## src/rtl/bpsk_tx_pkg.sv

```systemverilog
// Shared constants for the BPSK transmit source: PRBS9 geometry, default seed
// and the symbol amplitude helper.
package bpsk_tx_pkg;

    localparam int PRBS_LEN = 9;
    localparam int TAP_HI   = 8;
    localparam int TAP_LO   = 4;

    localparam logic [PRBS_LEN-1:0] DEFAULT_SEED = 9'h1FF;

    // Largest symmetric two's-complement magnitude, so +A and -A are both representable.
    function automatic int amplitude(input int s_out);
        return (1 << (s_out - 1)) - 1;
    endfunction

endpackage

```

## src/rtl/prbs9_gen.sv

```systemverilog
// PRBS9 (x^9+x^5+1) generator; advances one step per strobe and
// recovers from the all-zero lock-up state by reloading the seed.
module prbs9_gen
    import bpsk_tx_pkg::*;
#(
    parameter logic [PRBS_LEN-1:0] SEED = DEFAULT_SEED
) (
    input  logic clock,
    input  logic i_reset,
    input  logic advance,
    output logic prbs_bit
);

    logic [PRBS_LEN-1:0] r;

    always_ff @(posedge clock or negedge i_reset) begin
        if (!i_reset) begin
            r <= SEED;
        end else if (advance) begin
            if (r == '0) begin
                r <= SEED;
            end else begin
                r <= {r[PRBS_LEN-2:0], r[TAP_HI] ^ r[TAP_LO]};
            end
        end
    end

    assign prbs_bit = r[TAP_HI];

endmodule

```

## src/rtl/bpsk_tx_symbol_gen.sv

```systemverilog
// BPSK transmit source: PRBS9 bits mapped to +/-A, zero-stuffed by OS,
// with a sync strobe on the symbol-phase sample. Outputs are registered.
module bpsk_tx_symbol_gen
    import bpsk_tx_pkg::*;
#(
    parameter int                  OS        = 4,
    parameter int                  S_OUT     = 8,
    parameter logic [PRBS_LEN-1:0] PRBS_SEED = DEFAULT_SEED
) (
    input  logic                    clock,
    input  logic                    i_reset,
    input  logic                    i_enable,
    input  logic                    i_valid,
    output logic signed [S_OUT-1:0] o_symbol,
    output logic                    o_valid,
    output logic                    o_sync,
    output logic                    o_bit
);

    localparam int PW      = (OS > 2) ? $clog2(OS) : 1;
    localparam int A_INT   = amplitude(S_OUT);
    localparam int NEG_INT = -A_INT;

    localparam logic signed [S_OUT-1:0] SYM_POS    = A_INT[S_OUT-1:0];
    localparam logic signed [S_OUT-1:0] SYM_NEG    = NEG_INT[S_OUT-1:0];
    localparam logic [PW-1:0]           PHASE_LAST = PW'(OS - 1);

    logic [PW-1:0] phase;
    logic          accept;
    logic          at_symbol;
    logic          prbs_bit;

    assign accept    = i_enable & i_valid;
    assign at_symbol = accept && (phase == '0);

    prbs9_gen #(
        .SEED(PRBS_SEED)
    ) u_prbs (
        .clock    (clock),
        .i_reset  (i_reset),
        .advance  (at_symbol),
        .prbs_bit (prbs_bit)
    );

    always_ff @(posedge clock or negedge i_reset) begin
        if (!i_reset) begin
            phase    <= '0;
            o_symbol <= '0;
            o_valid  <= 1'b0;
            o_sync   <= 1'b0;
            o_bit    <= 1'b0;
        end else begin
            o_valid <= accept;
            if (accept) begin
                phase <= (phase == PHASE_LAST) ? '0 : phase + 1'b1;
                // Bit 1 maps to the non-negative level so a sign slicer recovers o_bit.
                if (phase == '0) begin
                    o_bit    <= prbs_bit;
                    o_symbol <= prbs_bit ? SYM_POS : SYM_NEG;
                    o_sync   <= 1'b1;
                end else begin
                    o_symbol <= '0;
                    o_sync   <= 1'b0;
                end
            end
        end
    end

endmodule

```

## config.mk

```make
export PLATFORM = sky130hd
export DESIGN_NAME = bpsk_tx_symbol_gen
export DESIGN_NICKNAME = d
export VERILOG_FILES = /design/src/rtl/bpsk_tx_pkg.sv /design/src/rtl/prbs9_gen.sv /design/src/rtl/bpsk_tx_symbol_gen.sv
export SDC_FILE = /design/constraint.sdc
export NUM_CORES = 1
export LEC_CHECK = 0
export CORE_MARGIN = 2
export CORE_UTILIZATION = 50
export DETAILED_ROUTE_END_ITERATION = 12
export PLACE_DENSITY = 0.81
export SYNTH_ARGS = -nofsm -noshare
export SYNTH_HDL_FRONTEND = slang
export SYNTH_HIERARCHICAL = 1
export SYNTH_SLANG_ARGS = --single-unit
```

## constraint.sdc

```tcl
create_clock -name clock -period 1.73 [get_ports clock]
set_input_delay 0.4325 -clock clock [delete_from_list [all_inputs] [get_ports clock]]
set_output_delay 0.4325 -clock clock [all_outputs]
set_load 0.03 [all_outputs]
```

Word level (Yosys, flattened, before mapping):

Cells that the tools add are included.

* output and inout bits: 11
* register bits: 22
* word-level logic and storage cells: 19
* input bits: 4

* reductions and logical operators: 4
* add/sub/neg operators: 1
* bitwise gates (word level): 2
* mux-type cells: 5
* equality and inequality tests: 1

Operators with widths (count)
* $mux W8: 2
* $logic_not A9 Y1: 1
* $mux W9: 1
* $add A2 B1 Y2 const B: 1
* $eq A2 B2 Y1 const B: 1
* $logic_not A2 Y1: 1
* $mux W2: 1
* $reduce_and A2 Y1: 1
* $and A1 B1 Y1: 1
* $logic_and A1 B1 Y1: 1
* $mux W1: 1
* $xor A1 B1 Y1: 1

Logic depth before layout (Yosys ltp):

Gate-level depths: netlist of the first run.

* depth after elaboration: 2
* gate-level depth with buffers: 7
* mapped depth without buffers: 5

Hierarchy:

Netlist of the first run, hierarchy kept.

Modules (own cells, without submodules)
* prbs9_gen: area an instance 473.0 sq um, cells an instance 52, instances 1, seq. area each 236.5 sq um
* bpsk_tx_symbol_gen: area an instance 360.3 sq um, cells an instance 29, instances 1, seq. area each 175.2 sq um

Worst setup path before layout of the first run:

Ideal clock, no wire load.

* kind: register -> register
* start point: reg phase[0]
* end point: reg u_prbs.r[4]
* arrival time: 1469 ps
* slack: 188 ps
* period minus slack after synthesis: 1542 ps
* setup time: 73 ps
* required time: 1657 ps
* path buffers: 2
* cell stages (with the launch flop): 8
* path through: dfrtp_1 > inv_1 > ha_1 > and3_4 > clkbuf_1 > buf_1 > nor2_1 > a21oi_1

* cells in the longest elaborated chain, start to end: 2

Ends and longest elaborated chain
* start, declared: line bpsk_tx_symbol_gen.sv:28 `logic [PW-1:0] phase;`
* start signal, assigned: line bpsk_tx_symbol_gen.sv:55 `phase <= (phase == PHASE_LAST) ? '0 : phase + 1'b1;`
* $logic_not A2 Y1: line bpsk_tx_symbol_gen.sv:34 `assign at_symbol = accept && (phase == '0);`
* $logic_and A1 B1 Y1: line bpsk_tx_symbol_gen.sv:34
* named net at_symbol: line bpsk_tx_symbol_gen.sv:30 `logic at_symbol;`
* end signal, assigned: line prbs9_gen.sv:23 `r <= {r[PRBS_LEN-2:0], r[TAP_HI] ^ r[TAP_LO]};`
* end, declared: line prbs9_gen.sv:14 `logic [PRBS_LEN-1:0] r;`

The timed path passes the listed nets, and every way through them passes these cells.
A chain may end at the register's enable or synchronous reset.

==> impl_results.md, run 1 <==
* Status: finished clean
* Latest clock arrival within the worst-skew pair at ~0.28 ns
* Synthesized area at between 800 and 900 um^2
* Sum of buffers and inverters on the critical path at 1
* Maximum buffer depth of the clock tree at 2
* Worst path slowest cell: dfrtp_1
* Iteration count of the initial detailed-routing pass at 4
* DR WL/cell at 12.9 um
* Antenna violations before repair at 0
* Setup repair after global routing missed its margin: false
* Upper clock frequency limit at 0.635 GHz
* Total global routing overflow at 0
* Number of rows created at floorplan at 14
* Post CTS Setup Buffer Count at 0
* Worst Setup Start Kind: register
* Total die area at around 0.002 mm^2
* Clock slew seen by the registers of the worst setup and hold paths at 0.09 ns
* Via-to-Cell Ratio at 5.50
* Final estimated routing congestion in global placement at slightly below 0.8
* Detailed Route WL at 1.41 mm
* Period Utilization, post-route at 91.0%
* Antenna violation net count after detailed routing at 0
* Worst Slack Setup Final at 0.156 ns
* Overall routing resource usage at 16.8%
* Initial DRC Count at 15
* Pwr Density at 1880 mW/mm^2
* Tightest Hold Check Type: in -> async
* Synth Instances at 81
* CTS hold repair buffers at 0
* Sinks on Clock Net at 16
* Syn-to-layout area delta at 17.9%
* Layout cell share with drive strength beyond 1 at 25.8%
* Number of buffers created by CTS at 3
* Count of cell types in the netlist at 25
* Post-synthesis register bit count at 16
* Total of max-cap violations at 0
* Number of failing setup endpoints in the final timing report at 0
* Final number of hold-violating endpoints at 0
* Critical path endpoint category: output port
* Sequence of cells on the critical path: dlygate4sd2_1
* Worst setup skew after layout at 0.000962 ns
* Crit path kind: reg -> out
* CP arrival at 1.14 ns
* Worst-case hold slack at 0.450 ns
* Avg Synthesized Cell Area at 10.3 um^2
* Maximum number of pins on one net before global-route repair at 17
* Total negative slack at 0 ns
* CTS root buffer: clkbuf_4
* Maximum vdd ir drop at 0.00133 V
* Pleak at 0.466 nW
* Level count of the clock H-tree at 1
* Number of gates resized after CTS at 10
* Post-route core utilization at 63.7%
* # diodes at 0
* Die Y-Extent at 44.8 um
* Routed vias at 600
* Count of unresolved DRC violations after routing at 0
* Total number of yosys warnings at 6
* Fillers at 121
* Mapped Nets at 88
* Number of slew-limit violations in the final report at 0
* Startpoint of the lowest-slack register-to-register path: phase[0]$_DFFE_PN0P_
* Portion of the post-synthesis area used by sequential elements at just under 50%
* Max Fanout on Critical Path at 7
* CP Launch Point: o_symbol[6]$_DFFE_PN0P_
* Clock tree from TritonCTS: yes
* Floorplan die width at 44.8 um
* Area of the core at 0.00154 mm^2
* Post-layout min period at about 1.6 ns
* Worst EP required at 1.30 ns
* IO Count at 15
* CP peak stage delay at 0.43 ns
* Starting Density at roughly 54%
* Transition time of the tightest slew-check pin at approximately 0.43 ns
* Kind of cell adding the most delay to the critical path: flip-flops
* Tightest slew margin relative to the limit at 71.4%
* Number of nets in the finished design at 101
* Number of port buffers at 14
* DP Worst Slack at 0.0879 ns
* Total placed instance area at 956 um^2
* Post-detailed-placement half-perimeter wirelength at roughly 1.0 mm
* Global-route wire length before repair at 2.35 mm
* Via count of the first global-routing pass at 525
* Post-route cell area at 982 um^2
-- per-stage QoR --
step | cells | total power (W)
after CTS | 109 | 0.00186
final | 109 | 0.00184
after global placement | 105 | 0.00165
after detailed placement | 105 | 0.00168
after floorplan | 81 | 0.00145
after global routing | 109 | 0.00197
-- routing by layer --
layer | vias to the layer above | GRT usage, % | part of all wire [%]
li1 | 303 | - | -
met1 | 282 | 21.0 | 46
met2 | 13 | 25.5 | 48
met3 | 2 | 7.20 | 4.3
met4 | 0 | 7.06 | 1.5
met5 | - | 0 | 0
-- synthesized netlist by cell type --
| master | instances | area share [%] |
|---|---|---|
| a41oi_1 | 1 | 1.1 |
| mux2_2 | 5 | 6.8 |
| a22o_2 | 1 | 1.2 |
| clkbuf_1 | 1 | 0.45 |
| nor4_1 | 1 | 0.75 |
| dfrtp_1 | 7 | 21 |
| ha_1 | 3 | 4.5 |
| a311o_1 | 1 | 1.2 |
| nand3b_1 | 1 | 0.90 |
| dfstp_2 | 9 | 28 |
| nand4b_1 | 1 | 1.1 |
| nand2_1 | 2 | 0.90 |
| a21oi_1 | 6 | 3.6 |
| a31o_1 | 1 | 1.1 |
| a31oi_1 | 6 | 4.5 |
| nor2_1 | 17 | 7.7 |
| buf_4 | 6 | 5.4 |
| and3_4 | 1 | 1.4 |
| nor2b_1 | 1 | 0.75 |
| nand3_1 | 1 | 0.60 |
| nor4_4 | 1 | 2.6 |
| buf_1 | 1 | 0.45 |
| and2b_2 | 1 | 1.1 |
| nor3_1 | 1 | 0.60 |
| inv_1 | 5 | 2.3 |
-- registers in the layout, summed over array words and instances (netlist names) --
register  count
phase         2
o_valid       1
o_bit         1
o_symbol      3
u_prbs/r      9
-- layout by cell type, fill, tap and decap left out --
master,count
a21oi_1,6
nor3_1,1
nor2_1,17
a311o_1,1
nand2_1,2
nor2b_1,1
dfrtp_1,7
clkdlybuf4s50_1,3
nor4_1,1
a41oi_1,1
inv_1,5
ha_1,3
dfstp_2,9
nand4b_1,1
nand3_1,1
nor4_4,1
dlymetal6s2s_1,1
buf_4,2
and2b_2,1
a22o_2,1
a31o_1,1
a31oi_1,6
dlygate4sd2_1,10
clkbuf_8,1
clkbuf_4,3
nand3b_1,1
mux2_2,5
and3_4,1
-- report_power, final --
group	total, W	switching [W]	internal (W)
sequential	0.000836	0.000218	0.000618
clock	0.000242	0.000114	0.000128
combinational	0.000765	0.000453	0.000312
total	0.00184	0.000785	0.00106
-- cell families (layout without fill, tap and decap cells) --
family	after synthesis	count (layout)	synth area share, %
mux	5	5	6.76
fa+ha+maj	3	3	4.50
simple gates	28	28	18.2
compound gates	16	16	12.6
flops	16	16	49.4
buf+inv	13	25	8.56
-- cell type report --
type	count	area [um^2]	area share, %
Clock buffer	4	36.3	3.69
Inverter	5	18.8	1.91
Multi-Input combinational cell	52	350	35.7
Sequential cell	16	412	41.9
Tap cell	16	20.0	2.04
Timing Repair Buffer	16	145	14.8
-- path summary, 6_finish.rpt --
kind                                                end  slack (ns)  cells past startpoint
min in group clock                    o_bit$_DFFE_PN0P_        0.52                      1
worst min register to register        o_bit$_DFFE_PN0P_        0.52                      1
worst max register to register  u_prbs/r[5]$_DFFE_PN1P_        0.31                      6
worst min-delay path               phase[0]$_DFFE_PN0P_        0.45                      2
worst max-delay path                        o_symbol[3]        0.16                      1
max in group asynchronous       u_prbs/r[8]$_DFFE_PN1P_        1.03                      2
(Power assumes the default switching activity.)
==> run 2, diff against run 1 <==
--- a/config.mk
+++ b/config.mk
@@ -9,6 +9,7 @@
 export CORE_UTILIZATION = 50
 export DETAILED_ROUTE_END_ITERATION = 12
 export PLACE_DENSITY = 0.81
+export SKIP_CTS_REPAIR_TIMING = 1
 export SYNTH_ARGS = -nofsm -noshare
 export SYNTH_HDL_FRONTEND = slang
 export SYNTH_HIERARCHICAL = 1
==> impl_results.md, run 2 (same netlist as run 1, synthesis figures left out) <==
* Proportion of power drawn by flip-flops and latches at 44.0%
* Transition time of the tightest slew-check pin at 0.426 ns
* Syn-to-layout area delta at 22.4%
* Level count of the clock H-tree at 1
* DR WL/cell at around 13 um
* Pleak at 0.574 nW
* Antenna violations before repair at 0
* Area of the core at ~0.0015 mm^2
* Worst path slowest cell: dfrtp_1
* Tightest Hold Check Type: in -> async
* Pwr Density at 1870 mW/mm^2
* Number of port buffers at 14
* Kind of cell adding the most delay to the critical path: flip-flops
* Count of unresolved DRC violations after routing at 0
* Final estimated routing congestion in global placement at 0.785
* Reported net switching power at 0.000789 W
* Cell-internal power at 0.00111 W
* Iteration count of the initial detailed-routing pass at 4
* Number of nets in the finished design at 101
* Setup repair after global routing missed its margin: false
* CP Launch Point: o_symbol[6]$_DFFE_PN0P_
* DP Worst Slack at about 0.09 ns
* Top reg by flops: u_prbs/r
* Via-to-Cell Ratio at 5.49
* Fillers at between 100 and 150
* Total negative slack at 0 ns
* Total die area at around 0.002 mm^2
* Post-detailed-placement half-perimeter wirelength at about 1.0 mm
* Starting Density at 54.1%
* Detailed Route WL at 1.44 mm
* Capture instance of the worst register-to-register path: u_prbs/r[5]$_DFFE_PN1P_
* Max Fanout on Critical Path at 7
* Total global routing overflow at 0
* Antenna violation net count after detailed routing at 0
* Number of slew-limit violations in the final report at 0
* Status: finished clean
* Initial DRC Count at 15
* IO Count at 15
* Number of buffers created by CTS at 3
* Worst Setup Start Kind: register
* Global-route wire length before repair at 2.35 mm
* CTS root buffer: clkbuf_4
* Routed vias at 598
* Sequence of cells on the critical path: dlymetal6s2s_1
* Latest clock arrival within the worst-skew pair at 0.28 ns
* Number of failing setup endpoints in the final timing report at 0
* Worst Slack Setup Final at 0.251 ns
* Most common cell after layout, fill and taps aside: nor2_1
* Sinks on Clock Net at 16
* Overall routing resource usage at 16.8%
* CP Depth at 1
* CP arrival at between 1 and 1.5 ns
* Worst EP required at 1.30 ns
* Clock network fraction of design power at 12.7%
* Clock slew seen by the registers of the worst setup and hold paths at 0.09 ns
* Flip-flop count of the largest register after layout at 9
* Sum of buffers and inverters on the critical path at 1
* Upper clock frequency limit at approximately 0.68 GHz
* CP peak stage delay at 0.43 ns
* Period Utilization, post-route at 85.5%
* Maximum number of pins on one net before global-route repair at 17
* Crit path kind: reg -> out
* Reg-to-reg slack, setup at 0.31 ns
* Floorplan die width at about 45 um
* Capturing instance or port of the critical path: o_symbol[3]
* Tightest slew margin relative to the limit at 71.4%
* Die Y-Extent at 44.8 um
* Startpoint of the lowest-slack register-to-register path: phase[0]$_DFFE_PN0P_
* Worst setup skew after layout at approximately 0.00096 ns
* Maximum vdd ir drop at 0.00135 V
* Layout cell share with drive strength beyond 1 at 25.8%
* Post-layout min period at 1.48 ns
* Regs by FF count: u_prbs/r (9), o_symbol (3), phase (2)
* Critical path endpoint category: output port
* Total of max-cap violations at 0
* # diodes at 0
* Number of rows created at floorplan at 14
* Combinational Power Share at 43.3%
* Clock tree from TritonCTS: yes
* Share of total power consumed by net switching at 41.5%
* Maximum buffer depth of the clock tree at 2
* Commonest non-fill, non-tap cells in the layout: 17 x nor2_1, 11 x dlymetal6s2s_1, 9 x dfstp_2, 7 x dfrtp_1
* Logic depth of the worst register-to-register path at 6
* Via count of the first global-routing pass at about 530
* Final number of hold-violating endpoints at 0
[run 2: layout make-up]
cell class	instances	area, um^2	area share (%)
Clock buffer	4	36.3	3.56
Inverter	5	18.8	1.84
Multi-Input combinational cell	52	350	34.4
Sequential cell	16	412	40.4
Tap cell	16	20.0	1.96
Timing Repair Buffer	16	183	17.9
[run 2: metrics by stage]
step	power [W]	area, um^2	instances	hold slack [ns]	utilization, %
after floorplan	0.00145	833	81	0.137	-
after global placement	0.00165	956	105	0.490	62.0
after detailed placement	0.00168	956	105	0.495	62.0
after CTS	0.00193	992	109	0.445	64.4
after global routing	0.00202	1020	109	0.471	66.2
final	0.00190	1020	109	0.450	66.2
[run 2: per-layer routing]
metal  part of all wire [%]  GRT usage [%]  routed length [um]
met1                     46           21.2                 666
met2                     48           25.2                 688
met3                    4.6           7.20                  67
met4                    1.5           7.06                  21
met5                      0              0                   0
[run 2: worst min-delay path by stage]
stage                                  from                 endpoint  slack, ns  cells past startpoint
floorplan                           i_reset        o_bit$_DFFE_PN0P_       0.14                      0
global placement    o_symbol[7]$_DFFE_PN0P_  o_symbol[7]$_DFFE_PN0P_       0.49                      1
detailed placement        o_bit$_DFFE_PN0P_        o_bit$_DFFE_PN0P_       0.50                      1
CTS                                 i_reset     phase[0]$_DFFE_PN0P_       0.44                      2
global route                        i_reset     phase[0]$_DFFE_PN0P_       0.47                      2
finish                              i_reset     phase[0]$_DFFE_PN0P_       0.45                      2
[run 2: power by group through the flow]
stage                     Sequential (W)  Combinational, W  Clock [W]
after floorplan                 0.000876          0.000572          0
after global placement          0.000834          0.000820          0
after detailed placement        0.000845          0.000839          0
after CTS                       0.000838          0.000841   0.000254
after global routing            0.000868          0.000886   0.000271
final                           0.000838          0.000823   0.000242
==> run 3, diff against run 2 <==
--- a/config.mk
+++ b/config.mk
@@ -6,11 +6,10 @@
 export NUM_CORES = 1
 export LEC_CHECK = 0
 export CORE_MARGIN = 2
-export CORE_UTILIZATION = 50
+export CORE_UTILIZATION = 48
 export DETAILED_ROUTE_END_ITERATION = 12
-export PLACE_DENSITY = 0.81
+export PLACE_DENSITY = 0.79
 export SKIP_CTS_REPAIR_TIMING = 1
 export SYNTH_ARGS = -nofsm -noshare
 export SYNTH_HDL_FRONTEND = slang
-export SYNTH_HIERARCHICAL = 1
 export SYNTH_SLANG_ARGS = --single-unit
==> impl_results.md, run 3 <==
* CTS root buffer: clkbuf_4
* Met1 capacity usage during global routing at a little under a quarter
* Number of nets in the finished design at 94
* Portion of the post-synthesis area used by sequential elements at 53.8%
* Fraction of registers with async set or reset after synthesis at 100%
* Leading post-synthesis cells by instance count: 15 x nor2_1, 9 x dfstp_2, 8 x a21oi_1, 8 x nand2_1, 7 x dfrtp_1
* Number of failing setup endpoints in the final timing report at 0
* Most area-hungry cell type in the Yosys netlist: dfstp_2
* Total die area at around 0.0019 mm^2
* Post-synthesis register bit count at 16
* Flip-flop count of the largest register after layout at 9
* Antenna violation net count after detailed routing at 0
* Worst path slowest cell: dfrtp_1
* Via-to-Cell Ratio at roughly 5.2
* Sinks on Clock Net at 16
* Pwr Density at between 1500 and 2000 mW/mm^2
* Layout cell share with drive strength beyond 1 at 20.7%
* Total number of yosys warnings at 0
* CP peak stage delay at 0.43 ns
* Iteration count of the initial detailed-routing pass at 4
* Met2 track demand over resource in global routing at 22.4%
* Pleak at between 0.5 and 0.6 nW
* CP arrival at approximately 1.0 ns
* Antenna violations before repair at 0
* Via count of the first global-routing pass at 496
* Clock tree from TritonCTS: yes
* Most common cell in the netlist: nor2_1
* Kind of cell adding the most delay to the critical path: flip-flops
* Worst EP required at about 1.3 ns
* Synth Instances at 75
* Layer carrying the most global-route usage: met1
* Upper clock frequency limit at 0.677 GHz
* Die Y-Extent at 43.9 um
* Mapped Nets at 81
* Area of the core at 0.00151 mm^2
* # diodes at 0
* EDFF count, synth at 0
* Overall power at between 0.0015 and 0.002 W
* Maximum number of pins on one net before global-route repair at 17
* Area share of the leading cell type in the synthesized netlist at 30.9%
* Top cells by area in the synthesized netlist: dfstp_2 31%, dfrtp_1 23%, nor2_1 7.4%, buf_4 5.9%, nor4_4 5.6%
* Detailed Route WL at 1.26 mm
* Maximum buffer depth of the clock tree at 2
* Count of unresolved DRC violations after routing at 0
* Period Utilization, post-route at 85.4%
* Count of cell types in the netlist at 21
* Post-layout min period at 1.48 ns
* Most common cell after layout, fill and taps aside: nor2_1
* Total global routing overflow at 0
* Top reg by flops: u_prbs.r
* Number of port buffers at 14
* Post-detailed-placement half-perimeter wirelength at 938 um
* Initial DRC Count at 14
* Final number of hold-violating endpoints at 0
* Status: finished clean
* Total of max-cap violations at 0
* Inst Count DP at 99
* Tightest Hold Check Type: in -> async
* Latest clock arrival within the worst-skew pair at 0.29 ns
* Crit path kind: reg -> out
* IO Count at 15
* CP Launch Point: o_symbol[6]$_DFFE_PN0P_
* Worst setup skew after layout at 0.0139 ns
* Floorplan die width at 43.9 um
* Routed vias at 534
* Sequence of cells on the critical path: dlymetal6s2s_1
* Tightest slew margin relative to the limit at 77.2%
* Starting Density at 50.7%
* Overall routing resource usage at between 10% and 20%
* Regs by FF count: u_prbs.r (9), o_symbol (3), phase (2)
* Avg Synthesized Cell Area at 10.2 um^2
* Number of rows created at floorplan at 14
* Level count of the clock H-tree at 1
* Setup repair after global routing missed its margin: false
* Startpoint of the lowest-slack register-to-register path: phase[0]$_DFFE_PN0P_
* Number of buffers created by CTS at 3
* Worst Slack Setup Final at 0.253 ns
* Worst Setup Start Kind: register
* Post-route core utilization at 62.4%
* Final estimated routing congestion in global placement at 0.794
* Main synth FF type: dfstp_2
* Clock slew seen by the registers of the worst setup and hold paths at 0.10 ns
* Commonest non-fill, non-tap cells in the layout: 15 x nor2_1, 11 x dlymetal6s2s_1, 9 x dfstp_2, 8 x nand2_1, 8 x a21oi_1
* Global routing usage on met3 at 2.50%
* Critical path endpoint category: output port
* DP Worst Slack at 0.0942 ns
* Syn-to-layout area delta at 22.9%
* Max Fanout on Critical Path at 7
* Non-filler cells, final at 103
* Synthesized area at 764 um^2
* Transition time of the tightest slew-check pin at 0.342 ns
* Maximum vdd ir drop at 0.000802 V
* DR WL/cell at 12.2 um
* Global-route wire length before repair at 2.26 mm
* Sum of buffers and inverters on the critical path at 1
* Number of slew-limit violations in the final report at 0
run 3: through the flow:
| stage | TNS, ns | cell area (um^2) | hold slack [ns] |
|---|---|---|---|
| 4_1_cts | -1.11 | 912 | 0.451 |
| 3_3_place_gp | 0 | 886 | 0.463 |
| 5_1_grt | 0 | 940 | 0.470 |
| 3_5_place_dp | 0 | 886 | 0.471 |
| 2_1_floorplan | 0 | 764 | 0.137 |
| 6_report | 0 | 940 | 0.442 |
run 3: metal layers:
metal	vias up	share of wire (%)
met5	-	0
met4	0	2.8
met3	5	5.4
met2	13	43
met1	250	49
li1	266	-
run 3: power breakdown:
group | internal (W) | leakage (nW) | switching (W)
Combinational | 0.000300 | 0.371 | 0.000395
Sequential | 0.000596 | 0.184 | 0.000170
Clock | 0.0000897 | 0.0150 | 0.000114
Total | 0.000985 | 0.570 | 0.000678
run 3: cell type report:
type,instances,area [um^2]
fill,124,567
sequential,16,412
multi-input combinational,48,288
timing repair buffer,16,183
clock buffer,4,26.3
tap,16,20.0
inverter,3,11.3
run 3: kinds of logic after synthesis:
group | after synthesis | synth area share [%]
simple gates | 31 | 23.2
flops | 16 | 53.8
compound gates | 14 | 9.98
buf+inv | 11 | 8.51
fa+ha+maj | 2 | 3.27
xor+xnor | 1 | 1.15
run 3: worst paths after layout:
path | end | slack (ns) | cells past startpoint
worst max register to register | u_prbs.r[2]$_DFFE_PN1P_ | 0.38 | 5
max in group asynchronous | u_prbs.r[4]$_DFFE_PN1P_ | 1.02 | 2
worst min register to register | o_symbol[7]$_DFFE_PN0P_ | 0.48 | 2
worst min-delay path | phase[0]$_DFFE_PN0P_ | 0.44 | 2
min in group clock | o_symbol[7]$_DFFE_PN0P_ | 0.48 | 2
worst max-delay path | o_symbol[4] | 0.25 | 1
